$ cat src/rtl/chess_tick_turn_ctrl.sv
// Turn sequencer for the two-player chess clock: chooses the running side,
// issues increment/restart pulses, declares the winner and counts full moves.
module chess_tick_turn_ctrl #(
  parameter int p_incr_sec = 2,
  parameter int p_moves_w  = 8
) (
  input  logic                 i_clk,
  input  logic                 i_rst,
  input  logic                 i_restart,
  input  logic                 i_stop,
  input  logic                 i_press_a,
  input  logic                 i_press_b,
  input  logic                 i_zero_a,
  input  logic                 i_zero_b,
  output logic                 o_run_a,
  output logic                 o_run_b,
  output logic                 o_add_a,
  output logic                 o_add_b,
  output logic [5:0]           o_add_sec,
  output logic                 o_win_a,
  output logic                 o_win_b,
  output logic                 o_restart,
  output logic [p_moves_w-1:0] o_moves,
  output logic [2:0]           o_dbg_state
);

  typedef enum logic [2:0] {
    s_idle    = 3'd0,
    s_run_a   = 3'd1,
    s_run_b   = 3'd2,
    s_pause_a = 3'd3,
    s_pause_b = 3'd4,
    s_flag_a  = 3'd5,
    s_flag_b  = 3'd6
  } state_t;

  localparam logic incr_on = (p_incr_sec != 0);

  state_t               state, state_nx;
  logic                 add_a_nx, add_b_nx, restart_nx;
  logic [p_moves_w-1:0] moves_nx;

  assign o_add_sec   = 6'(p_incr_sec);
  assign o_dbg_state = state;

  always_ff @(posedge i_clk or negedge i_rst) begin
    if (!i_rst) begin
      state     <= s_idle;
      o_run_a   <= 1'b0;
      o_run_b   <= 1'b0;
      o_add_a   <= 1'b0;
      o_add_b   <= 1'b0;
      o_win_a   <= 1'b0;
      o_win_b   <= 1'b0;
      o_restart <= 1'b0;
      o_moves   <= '0;
    end else begin
      state     <= state_nx;
      o_run_a   <= (state_nx == s_run_a);
      o_run_b   <= (state_nx == s_run_b);
      o_add_a   <= add_a_nx;
      o_add_b   <= add_b_nx;
      o_win_a   <= (state_nx == s_flag_b);
      o_win_b   <= (state_nx == s_flag_a);
      o_restart <= restart_nx;
      o_moves   <= moves_nx;
    end
  end

  // Priority: restart, then the running side's flag, then its press, then stop.
  always_comb begin
    state_nx   = state;
    add_a_nx   = 1'b0;
    add_b_nx   = 1'b0;
    restart_nx = 1'b0;
    moves_nx   = o_moves;
    if (i_restart) begin
      state_nx   = s_idle;
      restart_nx = 1'b1;
      moves_nx   = '0;
    end else begin
      case (state)
        s_idle: begin
          if (i_press_b)      state_nx = s_run_a;
          else if (i_press_a) state_nx = s_run_b;
        end
        s_run_a: begin
          if (i_zero_a) begin
            state_nx = s_flag_a;
          end else if (i_press_a) begin
            state_nx = s_run_b;
            add_a_nx = incr_on;
          end else if (i_stop) begin
            state_nx = s_pause_a;
          end
        end
        s_run_b: begin
          if (i_zero_b) begin
            state_nx = s_flag_b;
          end else if (i_press_b) begin
            state_nx = s_run_a;
            add_b_nx = incr_on;
            if (o_moves != '1) moves_nx = o_moves + 1'b1;
          end else if (i_stop) begin
            state_nx = s_pause_b;
          end
        end
        s_pause_a: if (i_stop) state_nx = s_run_a;
        s_pause_b: if (i_stop) state_nx = s_run_b;
        s_flag_a, s_flag_b: state_nx = state;
        default: state_nx = s_idle;
      endcase
    end
  end

endmodule

$ cat config.mk
export PLATFORM = sky130hd
export DESIGN_NAME = chess_tick_turn_ctrl
export DESIGN_NICKNAME = d
export VERILOG_FILES = /design/src/rtl/chess_tick_turn_ctrl.sv
export SDC_FILE = /design/constraint.sdc
export NUM_CORES = 1
export LEC_CHECK = 0
export BUFFER_PORTS_ARGS = -buffer_cell sky130_fd_sc_hd__buf_4
export CORE_MARGIN = 5
export CORE_UTILIZATION = 49
export DETAILED_ROUTE_END_ITERATION = 6
export HOLD_SLACK_MARGIN = 0.1
export PLACE_DENSITY = 0.79
export SYNTH_ARGS = -nofsm -noshare
export SYNTH_HDL_FRONTEND = slang
export SYNTH_SLANG_ARGS = --single-unit
export TNS_END_PERCENT = 100
$ cat constraint.sdc
create_clock -name i_clk -period 2.05 [get_ports i_clk]
set_input_delay 0.615 -clock i_clk [delete_from_list [all_inputs] [get_ports i_clk]]
set_output_delay 0.615 -clock i_clk [all_outputs]
set_load 0.03 [all_outputs]
==> impl_metrics.py, run 1 <==
metrics = {
    "detailed_routing": {
        "first_pass_iters": 4,
        "drc": 0,
        "drtIter0Drc": 14,
        "routedWlPerCell_um": 13.7,
        "drtAntennaViolNets": 0,
        "wl_mm": 2.15,
        "drt-vias-per-instance": 5.53,
        "num_vias": 868,
    },
    "clock_tree": {
        "clkLatencyLatePin_ps": 300,
        "cts_root_buf": "clkbuf_4",
        "tritoncts": "yes",
        "htree_levels": 1,
        "ctsHoldBuffers": 0,
        "cts_made_buffers": 3,
        "cts_resized": 0,
        "clk_path_buf_depth": 2,
        "postCtsSetupRepairBufs": 0,
        "clk_pin_slew_worst_paths_ps": 110,
        "numClockSinks": 18,
    },
    "yosys": {
        "synth_commonest_cells": "dfrtp_1, a21oi_1, nor2_1",
        "synth_top_area_share_pct": 44.7,
        "yosys_warnings": 0,
        "synthMuxAreaShare_pct": 2.11,
        "synth-xor-area-share_pct": 1.74,
        "async_flop_share_pct": 100,
        "synth_area_leader_cell": "dfrtp_1",
        "synthCells": 107,
        "synth_top_family_by_area": "simple AND/OR/NAND/NOR gates",
        "syn_area_mm2": 0.00101,
        "synth.area.top_cells": "dfrtp_1, a21oi_1, buf_4, o21ai_0, nor2_1",
        "ys_seq_area_share_pct": 44.7,
        "synth.distinct_cells": 38,
        "synth_most_common_cell": "dfrtp_1",
        "synth_edf_count": 0,
        "synthFlopType": "dfrtp_1",
        "synthSimpleGateAreaFrac_pct": 24.6,
        "syn_area_per_cell_um2": 9.41,
        "synth_compound_area_share_pct": 16.9,
        "ys_seq_elements": 18,
        "synthAdderAreaFrac_pct": 1.24,
    },
    "placement": {
        "port_buffers": 25,
        "dp.cells": 153,
        "hpwl_mm": 1.60,
        "place_ws_ps": 167,
        "gp_congestion": 0.822,
        "post_dp_cell_area_mm2": 0.00117,
    },
    "setup_path": {
        "crit_type": "reg2out",
        "crit_path_max_incr_delay_ps": 640,
        "critPathTopFamily": "flip-flops",
        "crit_required_ps": 1430,
        "start_kind": "flip-flop",
        "cp_slowest_cell": "dfrtp_1",
        "timing.critical_path.buf_inv": 1,
        "crit_chain": "buf_4",
        "cp_max_fo": 15,
        "cp_data_arrival_time_ps": 1180,
        "worst_setup_path_end_kind": "output pin",
        "rrSetupSlack_ps": 270,
    },
    "timing": {
        "finalWorstSetupSlack_ps": 255,
        "tightestPinTransition_ps": 527,
        "skew_ps": 14.8,
        "period_minus_slack_ps": 1790,
        "hold_viol": 0,
        "maxSlewViolCount": 0,
        "holdWs_ps": 159,
        "setup_tns_ps": 0,
        "finalCritPeriodShare_pct": 87.5,
        "relSlewSlack_pct": 64.4,
        "setup_violations": 0,
        "timing.fmax_ghz": 0.557,
        "rsz0062_at_grt": "false",
    },
    "global_route": {
        "grt.met1_usage_pct": 19.6,
        "overflow": 0,
        "gr-usage-met3_pct": 3.50,
        "grt_max_degree": 19,
        "grt_pass1_vias": 833,
        "groute.layer.met2.usage_pct": 25.0,
        "grt_busiest_layer": "met2",
        "grt_usage_pct": 15.5,
        "grt_pass1_wl_mm": 3.87,
        "grt_antenna_before_repair": 0,
    },
    "floorplan": {
        "die_w_um": 55.3,
        "core_area_mm2": 0.00196,
        "start_util_pct": 51.3,
        "die_h_um": 55.3,
        "rows": 16,
        "io_pins": 32,
        "dieArea_mm2": 0.00306,
    },
    "cells_and_area": {
        "antenna_cells": 0,
        "area_delta_synth_final_pct": 20.2,
        "layout.nets": 140,
        "drive_gt1_share_pct": 25.4,
        "finalNonFillerCells": 157,
        "design_area_mm2": 0.00121,
        "final.fill_count": 170,
    },
    "worst_hold_path": {
        "min_path_type": "in2async",
    },
    "run_status": {
        "status": "completed",
    },
    "pwr": {
        "peakVddDrop_mv": 0.321,
        "p_leak_nw": 0.562,
        "power_density_mw_per_mm2": 670,
    },
    "job": {
        "maxCapViolations": 0,
    },
}
## cell type report
class	instances	area, um2	area share (%)
Sequential cell	18	450	37.2
Clock buffer	4	36.3	3.00
Tap cell	27	33.8	2.79
Inverter	3	11.3	0.930
Timing Repair Buffer	25	188	15.5
Multi-Input combinational cell	80	492	40.6
## through the flow
step	total power, mW	utilization [%]
6_report	0.812	61.7
4_1_cts	0.815	61.7
2_1_floorplan	0.544	-
5_1_grt	0.858	61.7
3_5_place_dp	0.599	59.9
3_3_place_gp	0.593	59.9
## cells by family (layout without fill, tap and decap cells)
logic type | after synthesis | count (layout)
other | 2 | 6
XOR/XNOR | 2 | 2
buffers and inverters | 13 | 32
AND/OR/NAND/NOR | 42 | 42
flip-flops | 18 | 18
multiplexers | 2 | 2
AO/OA/AOI/OAI | 27 | 27
adder cells (fa/ha/maj) | 1 | 1
## path summary, 6_finish.rpt
path | depth (start not counted) | to | start
min in group i_clk | 1 | o_restart$_DFF_PN0_ | i_restart
worst min-delay path | 1 | o_moves[7]$_DFFE_PN0P_ | i_rst
worst min register to register | 2 | o_moves[7]$_DFFE_PN0P_ | o_moves[7]$_DFFE_PN0P_
worst max register to register | 4 | o_moves[3]$_DFFE_PN0P_ | o_dbg_state[2]$_DFF_PN0_
max in group asynchronous | 1 | o_dbg_state[2]$_DFF_PN0_ | i_rst
worst max-delay path | 1 | o_dbg_state[2] | o_dbg_state[2]$_DFF_PN0_
## worst register-to-register path: stages (launching register included)
cell and delay (ps):
dfrtp_1 560, nor4b_4 430, o211ai_2 210, or3_1 380, a21oi_1 150
## layer usage
layer	vias to the layer above	part of all wire (%)
li1	413	-
met1	423	42
met2	28	50
met3	4	6.5
met4	0	1.8
met5	-	0
## registers in the layout, summed over array words and instances, names as in the netlist
register     cells
o_dbg_state      3
o_run_a          1
o_win_a          1
o_moves          8
o_win_b          1
o_add_a          1
o_restart        1
o_run_b          1
o_add_b          1
## placed cells by master (no fill, tap or decap), types with 2 or more instances in the layout
cell and instances:
a21oi_1 9, and2_1 2, buf_4 25, clkbuf_4 3, conb_1 6, dfrtp_1 18, inv_1 3, nand2_1 6
nand2b_1 4, nand3_1 3, nand4_1 3, nor2_1 9, nor2b_1 4, nor3b_1 2, o211ai_1 2, o21ai_0 7
or3_1 4
## report_power, final
group	total (mW)	leakage, nW	switching [mW]	internal (mW)
sequential	0.405	0.246	0.0331	0.372
combinational	0.186	0.295	0.114	0.0721
clock	0.221	0.0210	0.112	0.108
total	0.812	0.562	0.259	0.552
(Power assumes the default switching activity.)
==> run 2, diff against run 1 <==
- CORE_ASPECT_RATIO: default -> 0.8
==> impl_metrics.py, run 2 (same netlist as run 1, synthesis figures left out) <==
metrics = {
    "run_status": {
        "status": "completed",
    },
    "clock_tree": {
        "postCtsSetupRepairBufs": 0,
        "ctsHoldBuffers": 0,
        "tritoncts": "yes",
        "cts_resized": 0,
        "numClockSinks": 18,
        "clk_pin_slew_worst_paths_ps": 110,
        "cts_root_buf": "clkbuf_4",
        "cts_made_buffers": 3,
        "htree_levels": 1,
        "clkLatencyLatePin_ps": 300,
        "clk_path_buf_depth": 2,
    },
    "timing": {
        "holdWs_ps": 153,
        "rsz0062_at_grt": "false",
        "skew_ps": 7.20,
        "finalCritPeriodShare_pct": 89.1,
        "setup_violations": 0,
        "relSlewSlack_pct": 57.8,
        "tightestPinTransition_ps": 625,
        "finalWorstSetupSlack_ps": 223,
        "period_minus_slack_ps": 1830,
        "maxSlewViolCount": 0,
        "setup_tns_ps": 0,
        "timing.fmax_ghz": 0.547,
        "hold_viol": 0,
    },
    "floorplan": {
        "die_w_um": 60.7,
        "core_area_mm2": 0.00193,
        "dieArea_mm2": 0.00307,
        "rows": 14,
        "start_util_pct": 52.3,
        "die_h_um": 50.6,
        "io_pins": 32,
    },
    "detailed_routing": {
        "num_vias": 845,
        "drc": 0,
        "wl_mm": 2.22,
        "drtAntennaViolNets": 0,
        "routedWlPerCell_um": 14.4,
        "drtIter0Drc": 19,
        "first_pass_iters": 5,
        "drt-vias-per-instance": 5.49,
    },
    "setup_path": {
        "cp_data_arrival_time_ps": 2050,
        "crit_required_ps": 2270,
        "crit_path_max_incr_delay_ps": 560,
        "worst_setup_path_end_kind": "flip-flop",
        "cp_max_fo": 15,
        "start_kind": "flip-flop",
        "crit_type": "reg2reg",
        "crit_chain": "nor4b_4, nand2_1, or4_1, a21oi_1",
        "cp_slowest_cell": "dfrtp_1",
    },
    "pwr": {
        "p_total_mw": 0.816,
        "peakVddDrop_mv": 0.548,
        "power_density_mw_per_mm2": 676,
        "p_leak_nw": 0.562,
    },
    "placement": {
        "post_dp_cell_area_mm2": 0.00117,
        "place_ws_ps": 150,
        "gp_congestion": 0.778,
        "hpwl_mm": 1.62,
        "port_buffers": 25,
    },
    "global_route": {
        "grt_pass1_vias": 791,
        "grt_antenna_before_repair": 0,
        "grt_max_degree": 19,
        "overflow": 0,
        "grt_pass1_wl_mm": 3.65,
        "grt_usage_pct": 15.8,
    },
    "cells_and_area": {
        "max_flop_register": "o_moves",
        "final.fill_count": 178,
        "most-common-layout-cells": "buf_4, dfrtp_1, nor2_1, a21oi_1, o21ai_0",
        "antenna_cells": 0,
        "drive_gt1_share_pct": 25.4,
        "layout.nets": 140,
        "design_area_mm2": 0.00121,
        "final_common_cell": "buf_4",
        "area_delta_synth_final_pct": 19.9,
        "largest_reg_flops": 8,
    },
    "job": {
        "maxCapViolations": 0,
    },
    "worst_hold_path": {
        "min_path_type": "in2async",
    },
}
## run 2: cell counts in the layout (fill, tap and decap cells not counted)
Identical to the previous run, type by type.
## run 2: metrics by stage
step | util [%] | instances
2_1_floorplan | - | 111
3_3_place_gp | 60.8 | 150
3_5_place_dp | 60.8 | 150
4_1_cts | 62.7 | 154
5_1_grt | 62.7 | 154
6_report | 62.7 | 154
## run 2: cell type report
class / count / area, um2 / share of cell area, %
multi-input combinational: 80 / 492 / 40.7
sequential: 18 / 450 / 37.3
clock buffer: 4 / 36.3 / 3.01
timing repair buffer: 25 / 188 / 15.5
tap: 24 / 30.0 / 2.49
inverter: 3 / 11.3 / 0.933
## run 2: per-layer routing
layer  vias up  GRT usage [%]  share of wire (%)
li1        414              -                  -
met3         0           6.15                6.9
met1       410           20.5                 43
met4         0           2.17                  0
met5         -              0                  0
met2        21           25.6                 50
## run 2: worst paths after layout
check,from,end,slack (ps),cells after the start
worst max-delay path,o_dbg_state[2]$_DFF_PN0_,o_moves[7]$_DFFE_PN0P_,220,4
worst min-delay path,i_rst,o_moves[0]$_DFFE_PN0P_,150,1
worst max register to register,o_dbg_state[2]$_DFF_PN0_,o_moves[7]$_DFFE_PN0P_,220,4
worst min register to register,o_moves[3]$_DFFE_PN0P_,o_moves[3]$_DFFE_PN0P_,610,2
max in group asynchronous,i_rst,o_restart$_DFF_PN0_,1700,1
min in group i_clk,i_restart,o_restart$_DFF_PN0_,540,1
## run 2: critical path, delay by kind of cell (launching register included)
kind               cells  cell delay, ps
DFF                    1             560
AOI/OAI and AO/OA      1             190
and+or+nand+nor        3             990
## run 2: report_power, final
group	internal [mW]	switching, mW
combinational	0.0720	0.116
sequential	0.372	0.0316
clock	0.108	0.116
==> run 3, diff against run 2 <==
- PLACE_DENSITY: 0.79 -> 0.77
==> impl_metrics.py, run 3 (same netlist as run 1, synthesis figures left out) <==
metrics = {
    "floorplan": {
        "io_pins": 32,
        "die_w_um": 60.7,
        "die_h_um": 50.6,
        "dieArea_mm2": 0.00307,
        "start_util_pct": 52.3,
        "rows": 14,
        "core_area_mm2": 0.00193,
    },
    "detailed_routing": {
        "routedWlPerCell_um": 13.9,
        "wl_mm": 2.15,
        "num_vias": 861,
        "drtAntennaViolNets": 0,
        "drc": 0,
        "drtIter0Drc": 12,
        "drt-vias-per-instance": 5.59,
        "first_pass_iters": 4,
    },
    "clock_tree": {
        "clkLatencyLatePin_ps": 290,
        "cts_made_buffers": 3,
        "cts_resized": 0,
        "tritoncts": "yes",
        "cts_root_buf": "clkbuf_4",
        "postCtsSetupRepairBufs": 0,
        "ctsHoldBuffers": 0,
        "clk_pin_slew_worst_paths_ps": 100,
        "htree_levels": 1,
        "numClockSinks": 18,
        "clk_path_buf_depth": 2,
    },
    "cells_and_area": {
        "utilization_pct": 62.7,
        "layout.nets": 140,
        "final_common_cell": "buf_4",
        "max_flop_register": "o_moves",
        "area_delta_synth_final_pct": 19.9,
        "drive_gt1_share_pct": 25.4,
        "antenna_cells": 0,
        "largest_reg_flops": 8,
        "most-common-layout-cells": "buf_4, dfrtp_1, nor2_1, a21oi_1, o21ai_0",
        "finalNonFillerCells": 154,
    },
    "timing": {
        "relSlewSlack_pct": 56.7,
        "timing.fmax_ghz": 0.554,
        "period_minus_slack_ps": 1800,
        "hold_viol": 0,
        "finalWorstSetupSlack_ps": 245,
        "tightestPinTransition_ps": 641,
        "rsz0062_at_grt": "false",
        "setup_violations": 0,
        "maxSlewViolCount": 0,
        "finalCritPeriodShare_pct": 88.0,
        "skew_ps": 4.24,
        "setup_tns_ps": 0,
    },
    "setup_path": {
        "cp_data_arrival_time_ps": 1190,
        "crit_type": "reg2out",
        "rr_worst_depth": 4,
        "timing.critical_path.buf_inv": 1,
        "start_kind": "flip-flop",
        "crit_path_max_incr_delay_ps": 650,
        "crit_chain": "buf_4",
        "worst_setup_path_end_kind": "output pin",
        "cp_max_fo": 15,
        "critPathTopFamily": "flip-flops",
        "crit_required_ps": 1430,
        "path_depth": 1,
        "cp_slowest_cell": "dfrtp_1",
    },
    "pwr": {
        "switchingPower_mw": 0.256,
        "combPwrFrac_pct": 23.2,
        "power_density_mw_per_mm2": 669,
        "clkPwrFrac_pct": 26.7,
        "p_int_mw": 0.553,
        "p_leak_nw": 0.562,
        "peakVddDrop_mv": 0.490,
        "switching_share_pct": 31.6,
        "pwr-share-seq_pct": 50.0,
    },
    "worst_hold_path": {
        "min_path_type": "in2async",
    },
    "run_status": {
        "status": "completed",
    },
    "job": {
        "maxCapViolations": 0,
    },
    "global_route": {
        "grt_antenna_before_repair": 0,
        "overflow": 0,
        "grt_pass1_wl_mm": 3.53,
        "grt_pass1_vias": 769,
        "grt_usage_pct": 15.3,
        "grt_max_degree": 19,
    },
    "placement": {
        "place_ws_ps": 155,
        "port_buffers": 25,
        "dp.cells": 150,
        "hpwl_mm": 1.60,
        "gp_congestion": 0.819,
    },
}
==> run 3: cell counts in the layout (fill, tap and decap cells not counted) <==
Identical to the previous run, type by type.
==> run 3: per-layer routing <==
layer / routed length [um] / global-route usage, % / part of all wire (%)
met1: 955 / 21.7 / 44
met5: 0 / 0 / 0
met2: 972 / 22.6 / 45
met4: 8 / 2.17 / 0.37
met3: 211 / 5.90 / 9.8
==> run 3: layout make-up <==
| type | instances | area (um2) |
|---|---|---|
| well taps | 24 | 30.0 |
| repair buffers | 25 | 188 |
| flip-flops and latches | 18 | 450 |
| inverters | 3 | 11.3 |
| clock buffers | 4 | 36.3 |
| multi-input cells | 80 | 492 |
| fillers | 174 | 719 |
==> run 3: path summary, 6_finish.rpt <==
kind	start	endpoint	slack (ps)
max	o_dbg_state[2]$_DFF_PN0_	o_dbg_state[2]	250
min	i_rst	o_moves[4]$_DFFE_PN0P_	170
max reg2reg	o_dbg_state[2]$_DFF_PN0_	o_moves[3]$_DFFE_PN0P_	250
min reg2reg	o_moves[7]$_DFFE_PN0P_	o_moves[7]$_DFFE_PN0P_	600
max in group asynchronous	i_rst	o_dbg_state[0]$_DFF_PN0_	1680
min in group i_clk	i_restart	o_restart$_DFF_PN0_	540
==> run 3: power by group through the flow <==
stage | Sequential [mW] | Combinational [mW] | Clock (mW)
2_1_floorplan | 0.430 | 0.115 | 0
3_3_place_gp | 0.409 | 0.185 | 0
3_5_place_dp | 0.410 | 0.188 | 0
4_1_cts | 0.404 | 0.189 | 0.223
5_1_grt | 0.410 | 0.205 | 0.241
6_report | 0.405 | 0.188 | 0.216
==> run 3: stage by stage <==
stage               hold slack, ps  area [um2]  total power, mW
CTS                            170        1210            0.816
finish                         168        1210            0.808
global route                   172        1210            0.855
detailed placement             497        1170            0.599
floorplan                      319        1020            0.544
global placement               491        1170            0.594
==> run 3: worst register-to-register path, cell delays in order, from the launching register on <==
cell and delay (ps):
dfrtp_1 560, nor4b_4 440, o211ai_2 220, or3_1 380
a21oi_1 140
